**src/rtl/uart_baud_pkg.sv**
```systemverilog
// Shared definitions for the UART baud tick generator: rate select codes,
// preset divisor arithmetic and the oversample index width.
package uart_baud_pkg;

  localparam logic [1:0] BAUD_2400  = 2'b00;
  localparam logic [1:0] BAUD_4800  = 2'b01;
  localparam logic [1:0] BAUD_9600  = 2'b10;
  localparam logic [1:0] BAUD_19200 = 2'b11;

  function automatic int baud_rate(input logic [1:0] sel);
    case (sel)
      BAUD_2400:  return 2400;
      BAUD_4800:  return 4800;
      BAUD_9600:  return 9600;
      default:    return 19200;
    endcase
  endfunction

  // Integer clocks per oversample period, truncated.
  function automatic longint preset_int(input int clk_hz, input int oversample,
                                        input int baud);
    return longint'(clk_hz) / (longint'(oversample) * longint'(baud));
  endfunction

  // Fractional part in units of 1/2^frac_w, truncated.
  function automatic longint preset_frac(input int clk_hz, input int oversample,
                                         input int frac_w, input int baud);
    longint scaled;
    scaled = (longint'(clk_hz) << frac_w) / (longint'(oversample) * longint'(baud));
    return scaled % (longint'(1) << frac_w);
  endfunction

  function automatic int os_idx_width(input int oversample);
    return $clog2(oversample);
  endfunction

endpackage

```
**src/rtl/uart_baud_tick_gen_frac_div.sv**
```systemverilog
// Fractional clock divider: cycle counter plus carry accumulator producing one
// registered tick per oversample period; holds the active divisor for the period.
module uart_frac_div #(
  parameter int DIV_W  = 16,
  parameter int FRAC_W = 4
) (
  input  logic              clock,
  input  logic              reset_n,
  input  logic              enable,
  input  logic              resync,
  input  logic [DIV_W-1:0]  ld_div_i,
  input  logic [FRAC_W-1:0] ld_div_f,
  output logic              tick,
  output logic              wrap
);

  logic [DIV_W-1:0]  cnt;
  logic [DIV_W-1:0]  div_i;
  logic [FRAC_W-1:0] frac_acc;
  logic [FRAC_W-1:0] div_f;
  logic [FRAC_W:0]   sum;
  logic [DIV_W:0]    term;
  logic              at_end;
  logic              idle;

  // The carry is derived from the accumulator held for the whole period, so
  // the period length is fixed from its first cycle.
  always_comb begin
    sum    = {1'b0, frac_acc} + {1'b0, div_f};
    term   = {1'b0, div_i} + {{DIV_W{1'b0}}, sum[FRAC_W]} - {{DIV_W{1'b0}}, 1'b1};
    at_end = ({1'b0, cnt} == term);
    // A zero divisor only exists straight after reset; treat it as idle so the
    // first active cycle already has a valid config.
    idle   = !enable || resync || (div_i == '0);
    wrap   = !idle && at_end;
  end

  always_ff @(posedge clock or negedge reset_n) begin
    if (!reset_n) begin
      cnt      <= '0;
      frac_acc <= '0;
      div_i    <= '0;
      div_f    <= '0;
      tick     <= 1'b0;
    end else if (idle) begin
      cnt      <= '0;
      frac_acc <= '0;
      div_i    <= ld_div_i;
      div_f    <= ld_div_f;
      tick     <= 1'b0;
    end else if (at_end) begin
      cnt      <= '0;
      frac_acc <= sum[FRAC_W-1:0];
      div_i    <= ld_div_i;
      div_f    <= ld_div_f;
      tick     <= 1'b1;
    end else begin
      cnt      <= cnt + {{(DIV_W-1){1'b0}}, 1'b1};
      tick     <= 1'b0;
    end
  end

endmodule

```
**src/rtl/uart_baud_tick_gen.sv**
```systemverilog
// UART baud tick generator: oversample, mid-bit and end-of-bit enable pulses.
// Optional macro BAUD_CLK_OUT_EN adds a baud_clk square wave output.
module uart_baud_tick_gen
  import uart_baud_pkg::*;
#(
  parameter int CLK_HZ     = 50000000,
  parameter int OVERSAMPLE = 16,
  parameter int DIV_W      = 16,
  parameter int FRAC_W     = 4
) (
  input  logic                                  clock,
  input  logic                                  reset_n,
  input  logic                                  enable,
  input  logic [1:0]                            baud_sel,
  input  logic                                  cfg_custom,
  input  logic [DIV_W-1:0]                      cfg_div_int,
  input  logic [FRAC_W-1:0]                     cfg_div_frac,
  input  logic                                  resync,
  output logic                                  os_tick,
  output logic                                  mid_tick,
  output logic                                  bit_tick,
  output logic [os_idx_width(OVERSAMPLE)-1:0]   os_idx
`ifdef BAUD_CLK_OUT_EN
  , output logic                                baud_clk
`endif
);

  localparam int IDX_W = os_idx_width(OVERSAMPLE);
  localparam logic [IDX_W-1:0] HALF_IDX = IDX_W'(OVERSAMPLE / 2);

  localparam logic [DIV_W-1:0] P_INT_2400  =
    DIV_W'(preset_int(CLK_HZ, OVERSAMPLE, baud_rate(BAUD_2400)));
  localparam logic [DIV_W-1:0] P_INT_4800  =
    DIV_W'(preset_int(CLK_HZ, OVERSAMPLE, baud_rate(BAUD_4800)));
  localparam logic [DIV_W-1:0] P_INT_9600  =
    DIV_W'(preset_int(CLK_HZ, OVERSAMPLE, baud_rate(BAUD_9600)));
  localparam logic [DIV_W-1:0] P_INT_19200 =
    DIV_W'(preset_int(CLK_HZ, OVERSAMPLE, baud_rate(BAUD_19200)));

  localparam logic [FRAC_W-1:0] P_FRAC_2400  =
    FRAC_W'(preset_frac(CLK_HZ, OVERSAMPLE, FRAC_W, baud_rate(BAUD_2400)));
  localparam logic [FRAC_W-1:0] P_FRAC_4800  =
    FRAC_W'(preset_frac(CLK_HZ, OVERSAMPLE, FRAC_W, baud_rate(BAUD_4800)));
  localparam logic [FRAC_W-1:0] P_FRAC_9600  =
    FRAC_W'(preset_frac(CLK_HZ, OVERSAMPLE, FRAC_W, baud_rate(BAUD_9600)));
  localparam logic [FRAC_W-1:0] P_FRAC_19200 =
    FRAC_W'(preset_frac(CLK_HZ, OVERSAMPLE, FRAC_W, baud_rate(BAUD_19200)));

  logic [DIV_W-1:0]  sel_int;
  logic [FRAC_W-1:0] sel_frac;
  logic [DIV_W-1:0]  ld_div_i;
  logic              wrap;
  logic [IDX_W-1:0]  idx_next;

  always_comb begin
    sel_int  = P_INT_2400;
    sel_frac = P_FRAC_2400;
    if (cfg_custom) begin
      sel_int  = cfg_div_int;
      sel_frac = cfg_div_frac;
    end else begin
      case (baud_sel)
        BAUD_2400:  begin sel_int = P_INT_2400;  sel_frac = P_FRAC_2400;  end
        BAUD_4800:  begin sel_int = P_INT_4800;  sel_frac = P_FRAC_4800;  end
        BAUD_9600:  begin sel_int = P_INT_9600;  sel_frac = P_FRAC_9600;  end
        default:    begin sel_int = P_INT_19200; sel_frac = P_FRAC_19200; end
      endcase
    end
    // Below two clocks the terminal compare could never be reached cleanly.
    ld_div_i = (sel_int < DIV_W'(2)) ? DIV_W'(2) : sel_int;
  end

  uart_frac_div #(
    .DIV_W  (DIV_W),
    .FRAC_W (FRAC_W)
  ) u_frac_div (
    .clock    (clock),
    .reset_n  (reset_n),
    .enable   (enable),
    .resync   (resync),
    .ld_div_i (ld_div_i),
    .ld_div_f (sel_frac),
    .tick     (os_tick),
    .wrap     (wrap)
  );

  assign idx_next = os_idx + IDX_W'(1);

  // Index and bit-phase pulses update on the same edge that raises os_tick.
  always_ff @(posedge clock or negedge reset_n) begin
    if (!reset_n) begin
      os_idx   <= '0;
      mid_tick <= 1'b0;
      bit_tick <= 1'b0;
    end else if (!enable || resync) begin
      os_idx   <= '0;
      mid_tick <= 1'b0;
      bit_tick <= 1'b0;
    end else if (wrap) begin
      os_idx   <= idx_next;
      mid_tick <= (idx_next == HALF_IDX);
      bit_tick <= (idx_next == '0);
    end else begin
      mid_tick <= 1'b0;
      bit_tick <= 1'b0;
    end
  end

`ifdef BAUD_CLK_OUT_EN
  always_ff @(posedge clock or negedge reset_n) begin
    if (!reset_n) begin
      baud_clk <= 1'b0;
    end else if (wrap) begin
      baud_clk <= !baud_clk;
    end
  end
`endif

endmodule

```
**config.mk**
```make
export PLATFORM = sky130hd
export DESIGN_NAME = uart_baud_tick_gen
export DESIGN_NICKNAME = d
export VERILOG_FILES = /design/src/rtl/uart_baud_pkg.sv /design/src/rtl/uart_baud_tick_gen_frac_div.sv /design/src/rtl/uart_baud_tick_gen.sv
export SDC_FILE = /design/constraint.sdc
export NUM_CORES = 1
export LEC_CHECK = 0
export BUFFER_PORTS_ARGS = -buffer_cell sky130_fd_sc_hd__buf_4
export CORE_UTILIZATION = 59
export CTS_CLUSTER_SIZE = 10
export DETAILED_ROUTE_END_ITERATION = 10
export HOLD_SLACK_MARGIN = 0.15
export PLACE_DENSITY = 0.8
export SETUP_SLACK_MARGIN = 0.02
export SYNTH_ARGS = -nofsm -noshare
export SYNTH_HDL_FRONTEND = slang
export SYNTH_SLANG_ARGS = --single-unit
```
**constraint.sdc**
```tcl
create_clock -name clock -period 5.12 [get_ports clock]
set_input_delay 0.256 -clock clock [delete_from_list [all_inputs] [get_ports clock]]
set_output_delay 0.256 -clock clock [all_outputs]
set_load 0.01 [all_outputs]
```
# Word-level counts from Yosys, hierarchy flattened
# Index checks and enable logic that the tools add are counted.
# totals
wordCells	49
regBits	47
inputBits	27
output_inout_bits	7
# op_classes
eq_ne	4
magnitude_cmp	1
n_addsub	5
n_reduce_logical	10
mux	21
# op_table
op	n
$mux W16	6
$pmux W11 S3	1
$mux W4	7
$add A16 B1 Y17	1
$eq A16 B17 Y1	1
$sub A17 B1 Y17 const B	1
$add A16 B1 Y16 const B	1
$logic_not A16 Y1	1
$lt A16 B2 Y1 const B	1
$pmux W4 S3	1
$mux W1	6
$add A4 B4 Y5	1
$add A4 B1 Y4 const B	1
$eq A4 B4 Y1 const B	1
$logic_not A4 Y1	1
$reduce_bool A2 Y1	2
$eq A2 B1 Y1 const B	1
$eq A2 B2 Y1 const B	1
$logic_not A1 Y1	2
$logic_not A2 Y1	1
$logic_or A1 B1 Y1	2
$logic_and A1 B1 Y1	1

# Depth between registers and ports, before layout
# Gate-level depths: netlist (run 1).
# logic_depth
depth_word	7
depth_mapped	17
depth_no_buf	15

# By module
# Synthesis (run 1) repeated with hierarchy kept, for this count alone.
# unflattened
cells_unflattened	330
area_unflattened_um2	3235.6
# modules_own_cells
module	cells_per_inst	n_inst	area_per_inst_um2
uart_frac_div	242	1	2570.0
uart_baud_tick_gen	88	1	665.6

# Least setup slack after synthesis (run 1)
# OpenSTA, ideal clock, no wires.
# synth_path
path_kind	register -> register
start	register u_frac_div.div_f[0]
end	register u_frac_div.div_f[0]
path_buffers	1
t_arrival_ns	3.650
stages_incl_launch_ff	16
setup_slack_ns	1.342
setup_time_ns	0.127
path_cell_list	dfrtp_1 ha_1 inv_1 fa_1 inv_1 a21o_1 a21oi_1 ha_1 ha_1 or3b_1 or3_1 o31ai_1 nand4_4 nand3_4 buf_8 mux2_1
# synth_between
elab_chain_cells	5
# synth_lines
item	line	text
from (decl)	uart_baud_tick_gen_frac_div.sv:20	logic [FRAC_W-1:0] div_f;
from (signal assigned)	uart_baud_tick_gen_frac_div.sv:49	div_f <= ld_div_f;
from (signal assigned)	uart_baud_tick_gen_frac_div.sv:55	div_f <= ld_div_f;
$add A4 B4 Y5	uart_baud_tick_gen_frac_div.sv:29	sum = {1'b0, frac_acc} + {1'b0, div_f};
$add A16 B1 Y17	uart_baud_tick_gen_frac_div.sv:30	term = {1'b0, div_i} + {{DIV_W{1'b0}}, sum[FRAC_W]} - {{DIV_W{1'b0}}, 1'b1};
$sub A17 B1 Y17	uart_baud_tick_gen_frac_div.sv:30	
$eq A16 B17 Y1	uart_baud_tick_gen_frac_div.sv:31	at_end = ({1'b0, cnt} == term);
$reduce_bool A2 Y1 (no source line)	--	
# No other way between the ends.
# A chain may end at the register's enable or synchronous reset.

# Final worst setup path (run 1)
# layout_path
start	register u_frac_div.div_f[0]
end	register u_frac_div.div_i[6]
# layout_between
elab_chain_cells	5
# layout_lines
item	line	text
$add A4 B4 Y5	uart_baud_tick_gen_frac_div.sv:29	
$add A16 B1 Y17	uart_baud_tick_gen_frac_div.sv:30	
$sub A17 B1 Y17	uart_baud_tick_gen_frac_div.sv:30	
$eq A16 B17 Y1	uart_baud_tick_gen_frac_div.sv:31	
$reduce_bool A2 Y1 (no source line)	--	
to (signal assigned)	uart_baud_tick_gen_frac_div.sv:48	div_i <= ld_div_i;
to (signal assigned)	uart_baud_tick_gen_frac_div.sv:54	div_i <= ld_div_i;
to (decl)	uart_baud_tick_gen_frac_div.sv:18	logic [DIV_W-1:0] div_i;
# No other way between the ends.

==> results of run 1 <==
==> cells by family after synthesis <==
family,count (synthesis)
AOI/OAI and AO/OA,47
muxes,21
buffers and inverters,28
and+or+nand+nor,135
adders and majority gates,15
xor gates and xnor gates,36
DFF,47
==> cells in the final DEF (no fill, tap or decap), drive strengths merged, types with 6 or more instances in the layout <==
master	count
a21oi	9
buf	33
clkbuf	6
dfrtp	47
ha	14
inv	17
mux2	13
mux2i	8
nand2	34
nand2b	7
nand3	11
nand4	8
nor2	31
nor3	7
nor4	10
o21ai	10
o31ai	7
xnor2	18
xor2	18
==> metal layers <==
layer	vias to the layer above	global-route usage	routed length, um
met1	1162	0.324	2900
met2	80	0.419	3140
met4	0	0.138	245
met3	23	0.0321	261
li1	1233	-	-
met5	-	0	0
==> final timing paths <==
check	from	endpoint	slack, ns	cells past startpoint
hold / removal	cfg_div_frac[1]	u_frac_div.div_f[1]$_DFFE_PN0P_	0.22	3
setup reg to reg	u_frac_div.div_f[0]$_DFFE_PN0P_	u_frac_div.div_i[6]$_DFFE_PN0P_	0.73	14
min in group asynchronous	reset_n	u_frac_div.cnt[14]$_DFF_PN0_	0.50	2
setup / recovery	u_frac_div.div_f[0]$_DFFE_PN0P_	u_frac_div.div_i[6]$_DFFE_PN0P_	0.73	14
max in group asynchronous	reset_n	u_frac_div.div_f[1]$_DFFE_PN0P_	4.23	2
hold reg to reg	u_frac_div.div_f[2]$_DFFE_PN0P_	u_frac_div.div_f[2]$_DFFE_PN0P_	0.51	1
==> final cells by class <==
cell class | instances | area [um2]
timing repair buffer | 34 | 258
inverter | 17 | 63.8
clock buffer | 6 | 72.6
fill | 429 | 1630
tap | 70 | 87.6
sequential | 47 | 1180
multi-input combinational | 254 | 1820
==> metrics by stage <==
stage / hold slack (ns) / power [mW] / cell area, um2
after floorplan: -0.0396 / 0.527 / 3130
after global placement: 0.299 / 0.571 / 3390
after detailed placement: 0.299 / 0.575 / 3390
after CTS: 0.218 / 0.777 / 3480
after global routing: 0.235 / 0.808 / 3480
final: 0.218 / 0.779 / 3480
==> state kept, by name, summed over array words and instances (netlist names) <==
| register | cells |
|---|---|
| u_frac_div.div_f | 4 |
| u_frac_div.tick | 1 |
| u_frac_div.frac_acc | 4 |
| os_idx | 4 |
| u_frac_div.div_i | 16 |
| u_frac_div.cnt | 16 |
| mid_tick | 1 |
| bit_tick | 1 |
==> power groups by stage <==
stage / combinational (mW) / sequential (mW) / clock (mW)
2_1_floorplan: 0.118 / 0.408 / 0
3_3_place_gp: 0.153 / 0.419 / 0
3_5_place_dp: 0.155 / 0.420 / 0
4_1_cts: 0.158 / 0.412 / 0.207
5_1_grt: 0.174 / 0.416 / 0.218
6_report: 0.158 / 0.413 / 0.208
==> critical path, cell delays in order, from the launching register on <==
cell,delay [ns]
dfrtp_1,0.39
ha_1,0.21
inv_1,0.07
fa_1,0.20
inv_1,0.05
a21o_1,0.17
a21oi_1,0.18
ha_1,0.26
ha_1,0.27
or3b_1,0.40
or3_1,0.34
o31ai_1,0.58
nand4_4,0.28
nand3_4,0.46
mux2_2,0.40
==> synth_stat cells (2+ instances only) <==
cell type / count
dfrtp_1: 47
nand2_1: 34
nor2_1: 31
xnor2_1: 18
xor2_1: 18
inv_1: 17
ha_1: 14
nand3_1: 10
o21ai_0: 10
a21oi_1: 9
mux2_2: 8
mux2i_1: 8
nand2b_1: 7
nand4_1: 7
nor3_1: 7
nor4_1: 7
o31ai_1: 7
mux2_1: 5
or3_1: 4
a21o_1: 3
and2_1: 3
and3_1: 3
buf_1: 3
nand4b_1: 3
o21a_1: 3
o31a_1: 3
or4_1: 3
a211oi_1: 2
a211oi_2: 2
a41oi_1: 2
buf_4: 2
buf_6: 2
clkbuf_1: 2
nand3b_1: 2
nor4_2: 2
o211ai_1: 2
==> flow_summary_export.csv, run 1 <==
group,metric,value,unit
pwr,leakage,1.56,nW
clocking,h-tree-depth,2,
grt,grt.total_usage,0.254,
layout,area_delta_synth_final,10.9,%
placed_design,dp_cells,421,
clocking,cts_setup_buffers,0,
pwr,clock_power_share,0.267,
die,initial_core_util,0.614,
pwr,irDropWorstVdd,0.000119,V
clocking,clk_latency,0.30,ns
pwr,p_int,0.549,mW
timing,fin_crit,4.39,ns
yosys,ys_seq_elements,47,
setup_path,cp_data_required_time,5.30,ns
yosys,synth_top_flop_cell,"dfrtp_1",
yosys,synth_edf_count,0,
timing,finClkSkew,0.00434,ns
setup_path,path_class,"reg2reg",
run,maxCapViolCount,0,
clocking,postCtsHoldBufs,1,
pwr,seq_power_share,0.530,
pwr,pwr-share-comb,0.203,
timing,setup_viol_count_final,0,
yosys,yosysTopAreaCell,"dfrtp_1",
detailed_routing,postRouteAntennaNets,0,
yosys,synth_compound_area_frac,0.105,
yosys,syn_area,0.00313,mm2
grt,grt_pass1_vias,2305,
yosys,synth_cell_type_count,55,
timing,hold_viol,0,
yosys,yosys-top-cells-area,"dfrtp_1, ha_1, xnor2_1",
grt,grt_max_degree,48,
clocking,tritoncts,"yes",
timing,slew_headroom,0.519,
grt,antenna_found_initial,0,
layout,fin_cells,428,
yosys,synth_top_family_by_area,"simple AND/OR/NAND/NOR gates",
die,fp.dieW,74.9,um
layout,nets,401,
yosys,synth-seq-area-share,0.375,
yosys,syn_nets,371,
timing,layout_setup_ws,0.731,ns
layout,layout-drive-gt1-share,0.154,
setup_path,cp-start-kind,"register",
setup_path,worst_setup_path_end_kind,"register",
detailed_routing,drtIter0Drc,137,
clocking,cts_sinks,47,
die,num_io_pins,34,
timing,slew_violations,0,
placed_design,dp_hpwl,4930,um
detailed_routing,num_vias,2498,
yosys,muxShareOfSynthArea,0.0723,
yosys,synthXorXnorAreaFrac,0.101,
yosys,synth.avg_cell_area,9.53,um2
detailed_routing,vias_per_cell,5.84,
pwr,p_per_area,224,mW/mm2
yosys,yosys_warnings,0,
layout,fin_util,0.681,
setup_path,path_max_fanout,36,
timing,fin_tns_setup,0,ns
pwr,swShare,0.296,
timing,fmax,228,MHz
clocking,root_buffer,"clkbuf_8",
clocking,ctsResizeCount,0,
grt,globalRouteOverflowTotal,0,
placed_design,place_congestion,0.930,
grt,grt_pass1_wl,10600,um
pwr,net-switching-power,0.230,mW
yosys,yosys.area_share.simple,0.240,
placed_design,dpl_worst_slack,0.770,ns
clocking,cts_buffer_depth,2,
placed_design,port_buffers,33,
detailed_routing,post_drt_wl_per_cell,15.3,um
detailed_routing,drc_errors,0,
detailed_routing,drt-total-wl,6550,um
setup_path,arrival,4.57,ns
timing,rsz0062_at_grt,"no",
yosys,synth-adder-area-share,0.0623,
timing,min_period_over_period,0.857,
die,die_area,0.00561,mm2
timing,worst_pin_slew,0.721,ns
yosys,synthCells,329,
yosys,synth_top_area_frac,0.375,
yosys,async_reset_ff_frac,1.00,
die,rows,26,
layout,diodes,0,
run_status,status,"finished, final reports clean",
die,die_height,74.9,um
min_path,hold_class,"in2reg",
clocking,cts.clk_slew.worst_paths,0.08,ns
detailed_routing,dr.pass1.iters,4,
clocking,numCtsBuffers,5,
die,core,0.00511,mm2
Power figures use the tool's default switching activity.
==> run 2: changes to the inputs <==
--- a/config.mk
+++ b/config.mk
@@ -6,11 +6,10 @@
 export NUM_CORES = 1
 export LEC_CHECK = 0
 export BUFFER_PORTS_ARGS = -buffer_cell sky130_fd_sc_hd__buf_4
-export CORE_UTILIZATION = 59
+export CORE_UTILIZATION = 40
 export CTS_CLUSTER_SIZE = 10
 export DETAILED_ROUTE_END_ITERATION = 10
 export HOLD_SLACK_MARGIN = 0.15
-export PLACE_DENSITY = 0.8
 export SETUP_SLACK_MARGIN = 0.02
 export SYNTH_ARGS = -nofsm -noshare
 export SYNTH_HDL_FRONTEND = slang
==> flow_summary_export.csv, run 2 (same netlist as run 1, synthesis figures left out) <==
group,metric,value,unit
run_status,status,"finished, final reports clean",
detailed_routing,post_drt_wl_per_cell,14.7,um
grt,grt_pass1_wl,11400,um
grt,grt_max_degree,48,
setup_path,crit_chain,"ha_1 -> inv_1 -> fa_1 -> inv_1 -> a21o_1 -> a21oi_1 -> ha_1 -> ha_1 -> or3b_1 -> or3_1 -> o31ai_1 -> nand4_4 -> nand3_4 -> mux2_2",
setup_path,cp_data_required_time,5.30,ns
setup_path,critPathMaxStageDelay,0.55,ns
clocking,h-tree-depth,2,
setup_path,crit_buf_inv,2,
layout,final_common_cell,"dfrtp_1",
setup_path,crit_path_start,"u_frac_div.div_f[0]$_DFFE_PN0P_",
grt,antenna_found_initial,0,
timing,setup_viol_count_final,0,
clocking,clk_latency,0.30,ns
timing,finClkSkew,0.00734,ns
layout,largest_registers,"u_frac_div.cnt x16, u_frac_div.div_i x16",
min_path,hold_class,"in2reg",
clocking,cts_buffer_depth,2,
setup_path,r2r_cells,14,
grt,grt.total_usage,0.173,
setup_path,r2r_setup_slack,0.80,ns
setup_path,cp.depth,14,
pwr,p_per_area,231,mW/mm2
run,maxCapViolCount,0,
clocking,root_buffer,"clkbuf_8",
die,die_height,90.5,um
setup_path,timing.rr.start,"u_frac_div.div_f[0]$_DFFE_PN0P_",
detailed_routing,num_vias,2418,
detailed_routing,dr.pass1.iters,4,
layout,layout_common_cells,"dfrtp_1, nand2_1, buf_4",
timing,min_period_over_period,0.844,
layout,nets,401,
timing,hold_viol,0,
setup_path,arrival,4.50,ns
placed_design,dpl_worst_slack,0.795,ns
pwr,totalPowerFinal,0.818,mW
setup_path,crit_end,"u_frac_div.div_i[0]$_DFFE_PN0P_",
setup_path,critical_path.top_delay_family,"simple AND/OR/NAND/NOR gates",
detailed_routing,drtIter0Drc,90,
clocking,ctsResizeCount,0,
die,die_area,0.00819,mm2
pwr,leakage,1.58,nW
placed_design,port_buffers,33,
detailed_routing,vias_per_cell,5.27,
clocking,numCtsBuffers,5,
timing,worst_pin_slew,0.699,ns
timing,slew_headroom,0.533,
placed_design,place_congestion,0.858,
timing,fin_crit,4.32,ns
detailed_routing,postRouteAntennaNets,0,
clocking,cts_sinks,47,
setup_path,worst_setup_path_end_kind,"register",
clocking,tritoncts,"yes",
clocking,cts.clk_slew.worst_paths,0.08,ns
grt,globalRouteOverflowTotal,0,
detailed_routing,drc_errors,0,
pwr,irDropWorstVdd,0.000111,V
die,fp.dieW,90.5,um
detailed_routing,drt-total-wl,6740,um
die,initial_core_util,0.423,
timing,layout_setup_ws,0.799,ns
setup_path,cp-start-kind,"register",
setup_path,path_common_cell,"ha_1",
grt,grt_pass1_vias,2357,
timing,fin_tns_setup,0,ns
setup_path,slowest_stage,"o31ai_1",
timing,fmax,231,MHz
die,rows,31,
setup_path,crit-reg2reg-capture,"u_frac_div.div_i[0]$_DFFE_PN0P_",
layout,area_delta_synth_final,12.9,%
timing,rsz0062_at_grt,"no",
die,num_io_pins,34,
die,core,0.00741,mm2
setup_path,path_class,"reg2reg",
setup_path,path_max_fanout,36,
timing,slew_violations,0,
placed_design,dp_hpwl,5150,um
layout,diodes,0,
layout,layout-drive-gt1-share,0.158,
run 2: cell types whose count changed in the layout (fill, tap and decap cells not counted):
cell / change
clkbuf_8: +2
run 2: metal layers:
metal,vias to the layer above,track usage,part of all wire,wire length (um)
met4,0,0.0511,0.017,114
met2,42,0.278,0.46,3130
met3,10,0.0320,0.030,201
li1,1222,-,-,-
met1,1144,0.237,0.49,3300
met5,-,0,0,0
run 2: final cells by class:
| cell class | instances | area, um2 |
|---|---|---|
| fill | 692 | 3870 |
| multi-input combinational | 254 | 1820 |
| sequential | 47 | 1180 |
| timing repair buffer | 34 | 258 |
| tap | 99 | 124 |
| clock buffer | 8 | 100 |
| inverter | 17 | 63.8 |
run 2: power breakdown:
part | leakage, nW | internal, mW | switching [mW]
clock network | 0.0515 | 0.123 | 0.124
registers | 0.625 | 0.387 | 0.0262
logic | 0.899 | 0.0702 | 0.0869
run 2: how the worst min path moves through the flow:
stage	cells past startpoint	from	endpoint	slack [ns]
6_report	3	cfg_div_frac[1]	u_frac_div.div_f[1]$_DFFE_PN0P_	0.21
5_1_grt	3	cfg_div_int[12]	u_frac_div.div_i[12]$_DFFE_PN0P_	0.21
4_1_cts	3	cfg_div_frac[1]	u_frac_div.div_f[1]$_DFFE_PN0P_	0.20
3_5_place_dp	1	reset_n	u_frac_div.cnt[11]$_DFF_PN0_	0.31
3_3_place_gp	1	reset_n	u_frac_div.cnt[9]$_DFF_PN0_	0.31
2_1_floorplan	0	reset_n	bit_tick$_DFF_PN0_	-0.04
run 2: worst min-delay path: cells and delay by family:
kind / cells / cell delay, ns
muxes: 1 / 0.06
buffers and inverters: 1 / 0.11
and+or+nand+nor: 1 / 0.05
run 2: what timing repair did:
item | 4_1_cts | 5_1_grt
endpoints found under the hold margin | 47 | 0
hold buffers | 1 | 0
buffers inserted | 0 | 0
run 2: stage by stage:
stage / instances / instance area (um2) / hold slack [ns] / utilization
after global routing: 459 / 3540 / 0.211 / 0.478
after detailed placement: 450 / 3430 / 0.309 / 0.463
after floorplan: 329 / 3130 / -0.0396 / -
final: 459 / 3540 / 0.211 / 0.478
after CTS: 459 / 3540 / 0.201 / 0.478
after global placement: 450 / 3430 / 0.309 / 0.463
==> run 3: changes to the inputs <==
--- a/config.mk
+++ b/config.mk
@@ -5,6 +5,7 @@
 export SDC_FILE = /design/constraint.sdc
 export NUM_CORES = 1
 export LEC_CHECK = 0
+export ABC_AREA = 1
 export BUFFER_PORTS_ARGS = -buffer_cell sky130_fd_sc_hd__buf_4
 export CORE_UTILIZATION = 40
 export CTS_CLUSTER_SIZE = 10
==> constraint.sdc (replaced) <==
create_clock -name clock -period 4 [get_ports clock]
set_input_delay 0.2 -clock clock [delete_from_list [all_inputs] [get_ports clock]]
set_output_delay 0.2 -clock clock [all_outputs]
set_load 0.01 [all_outputs]
==> flow_summary_export.csv, run 3 <==
group,metric,value,unit
run_status,status,"finished, final reports clean",
yosys,synth-seq-area-share,0.341,
placed_design,place_congestion,0.823,
timing,fin_tns_setup,0,ns
setup_path,crit_buf_inv,2,
pwr,irDropWorstVdd,0.000115,V
yosys,yosys-top-cells-area,"dfrtp_1, nand2_1, nand3_1",
pwr,leakage,2.12,nW
detailed_routing,drt-total-wl,7800,um
grt,globalRouteOverflowTotal,0,
yosys,yosys.cell_count.top_type,"nand2_1",
setup_path,cp_data_required_time,4.24,ns
placed_design,port_buffers,33,
yosys,syn_area,0.00345,mm2
timing,slew_violations,0,
setup_path,path_class,"reg2reg",
detailed_routing,drc_errors,0,
clocking,h-tree-depth,2,
clocking,root_buffer,"clkbuf_8",
yosys,synthCells,520,
yosys,yosys_warnings,0,
setup_path,arrival,3.69,ns
die,rows,33,
grt,grt.total_usage,0.188,
setup_path,path_common_cell,"nand2_1",
clocking,tritoncts,"yes",
timing,worst_pin_slew,0.605,ns
detailed_routing,vias_per_cell,4.75,
setup_path,slowest_stage,"fa_1",
yosys,synth.avg_cell_area,6.63,um2
timing,finClkSkew,0.00781,ns
layout,layout_common_cells,"nand2_1, nor2_1, inv_1",
layout,final_common_cell,"nand2_1",
detailed_routing,postRouteAntennaNets,0,
detailed_routing,dr.pass1.iters,4,
setup_path,cp-start-kind,"register",
die,core,0.00826,mm2
grt,grt_max_degree,48,
timing,hold_viol,0,
grt,antenna_found_initial,0,
clocking,cts.clk_slew.worst_paths,0.09,ns
min_path,hold_class,"in2reg",
yosys,yosysTopAreaCell,"dfrtp_1",
die,die_height,94.8,um
grt,grt_pass1_vias,2891,
clocking,cts_buffer_depth,2,
timing,slew_headroom,0.596,
die,fp.dieW,94.8,um
yosys,syn_nets,562,
grt,grt_pass1_wl,13200,um
timing,setup_viol_count_final,0,
timing,min_period_over_period,0.863,
clocking,postCtsHoldBufs,1,
clocking,clk_latency,0.30,ns
clocking,numCtsBuffers,5,
layout,largest_registers,"u_frac_div.cnt x16, u_frac_div.div_i x16",
die,die_area,0.00899,mm2
yosys,ys_top_cells_by_count,"nand2_1, nor2_1, inv_1",
detailed_routing,drtIter0Drc,113,
timing,rsz0062_at_grt,"no",
layout,layout-drive-gt1-share,0.0947,
yosys,synth_edf_count,0,
detailed_routing,post_drt_wl_per_cell,11.9,um
layout,area_delta_synth_final,12.1,%
setup_path,critical_path.top_delay_family,"simple AND/OR/NAND/NOR gates",
die,num_io_pins,34,
layout,nets,591,
layout,stdcell_area,0.00386,mm2
run,maxCapViolCount,0,
setup_path,crit_chain,"ha_1 -> inv_1 -> fa_1 -> o21ai_0 -> a21oi_1 -> ha_1 -> ha_1 -> nand2_1 -> inv_1 -> nand2_1 -> nor2_1 -> nor3_1 -> nand2_1 -> nor2_2 -> nand2_4 -> nand2_4 -> nand2_1 -> nand2_1",
clocking,ctsResizeCount,0,
clocking,cts_sinks,47,
placed_design,placed_cell_area,0.00375,mm2
layout,diodes,0,
yosys,synth_top_area_frac,0.341,
yosys,synth_cell_type_count,31,
die,initial_core_util,0.417,
placed_design,dp_hpwl,6190,um
clocking,cts_setup_buffers,0,
timing,fin_crit,3.45,ns
yosys,ys_seq_elements,47,
yosys,synth_top_flop_cell,"dfrtp_1",
setup_path,critPathMaxStageDelay,0.39,ns
detailed_routing,num_vias,3106,
timing,fmax,290,MHz
pwr,p_per_area,283,mW/mm2
setup_path,path_max_fanout,34,
yosys,async_reset_ff_frac,1.00,
setup_path,worst_setup_path_end_kind,"register",
-- run 3: logic make-up (layout without fill, tap and decap cells) --
logic type / after synthesis / after routing / share of synthesized area
simple gates: 336 / 336 / 0.422
flops: 47 / 47 / 0.341
xor+xnor: 21 / 21 / 0.0534
compound gates: 19 / 19 / 0.0283
buf+inv: 82 / 111 / 0.0988
fa+ha+maj: 15 / 15 / 0.0566
-- run 3: area by class of cell --
type / count / area (um2)
Inverter: 69 / 259
Clock buffer: 6 / 72.6
Clock inverter: 1 / 30.0
Fill cell: 880 / 4390
Tap cell: 105 / 131
Timing Repair Buffer: 35 / 265
Sequential cell: 47 / 1180
Multi-Input combinational cell: 391 / 1930
-- run 3: metrics by stage --
step / total power, mW / worst slack, ns / hold WS (ns) / util / std cells
finish: 1.09 / 0.549 / 0.178 / 0.468 / 654
global route: 1.16 / 0.163 / 0.217 / 0.468 / 654
CTS: 1.10 / 0.534 / 0.180 / 0.468 / 654
detailed placement: 0.763 / 0.559 / 0.251 / 0.454 / 646
global placement: 0.761 / 0.646 / 0.261 / 0.454 / 646
floorplan: 0.693 / 1.17 / -0.0956 / - / 520
-- run 3: power breakdown --
group	total (mW)	internal (mW)	switching [mW]
clock network	0.339	0.183	0.156
registers	0.525	0.495	0.0300
logic	0.229	0.0861	0.143
-- run 3: tightest hold or removal path, delay by kind of cell --
kind                   cells  cell delay [ns]
and+or+nand+nor            3             0.13
buffers and inverters      2             0.12
-- run 3: metal layers --
layer	vias to the layer above	track usage	wire, um
met1	1353	0.267	4010
met2	78	0.302	3360
met4	0	0.0530	130
met3	10	0.0217	303
li1	1665	-	-
met5	-	0	0
-- run 3: worst paths after layout --
| kind | startpoint | end | slack [ns] | cells past startpoint |
|---|---|---|---|---|
| max | u_frac_div.div_f[0]$_DFFE_PN0P_ | u_frac_div.div_i[10]$_DFFE_PN0P_ | 0.55 | 18 |
| min | cfg_div_frac[1] | u_frac_div.div_f[1]$_DFFE_PN0P_ | 0.18 | 5 |
| max reg2reg | u_frac_div.div_f[0]$_DFFE_PN0P_ | u_frac_div.div_i[10]$_DFFE_PN0P_ | 0.55 | 18 |
| min reg2reg | u_frac_div.cnt[0]$_DFF_PN0_ | u_frac_div.cnt[0]$_DFF_PN0_ | 0.53 | 1 |
| max in group asynchronous | reset_n | os_idx[2]$_DFFE_PN0P_ | 3.14 | 2 |
| min in group asynchronous | reset_n | u_frac_div.cnt[10]$_DFF_PN0_ | 0.45 | 2 |
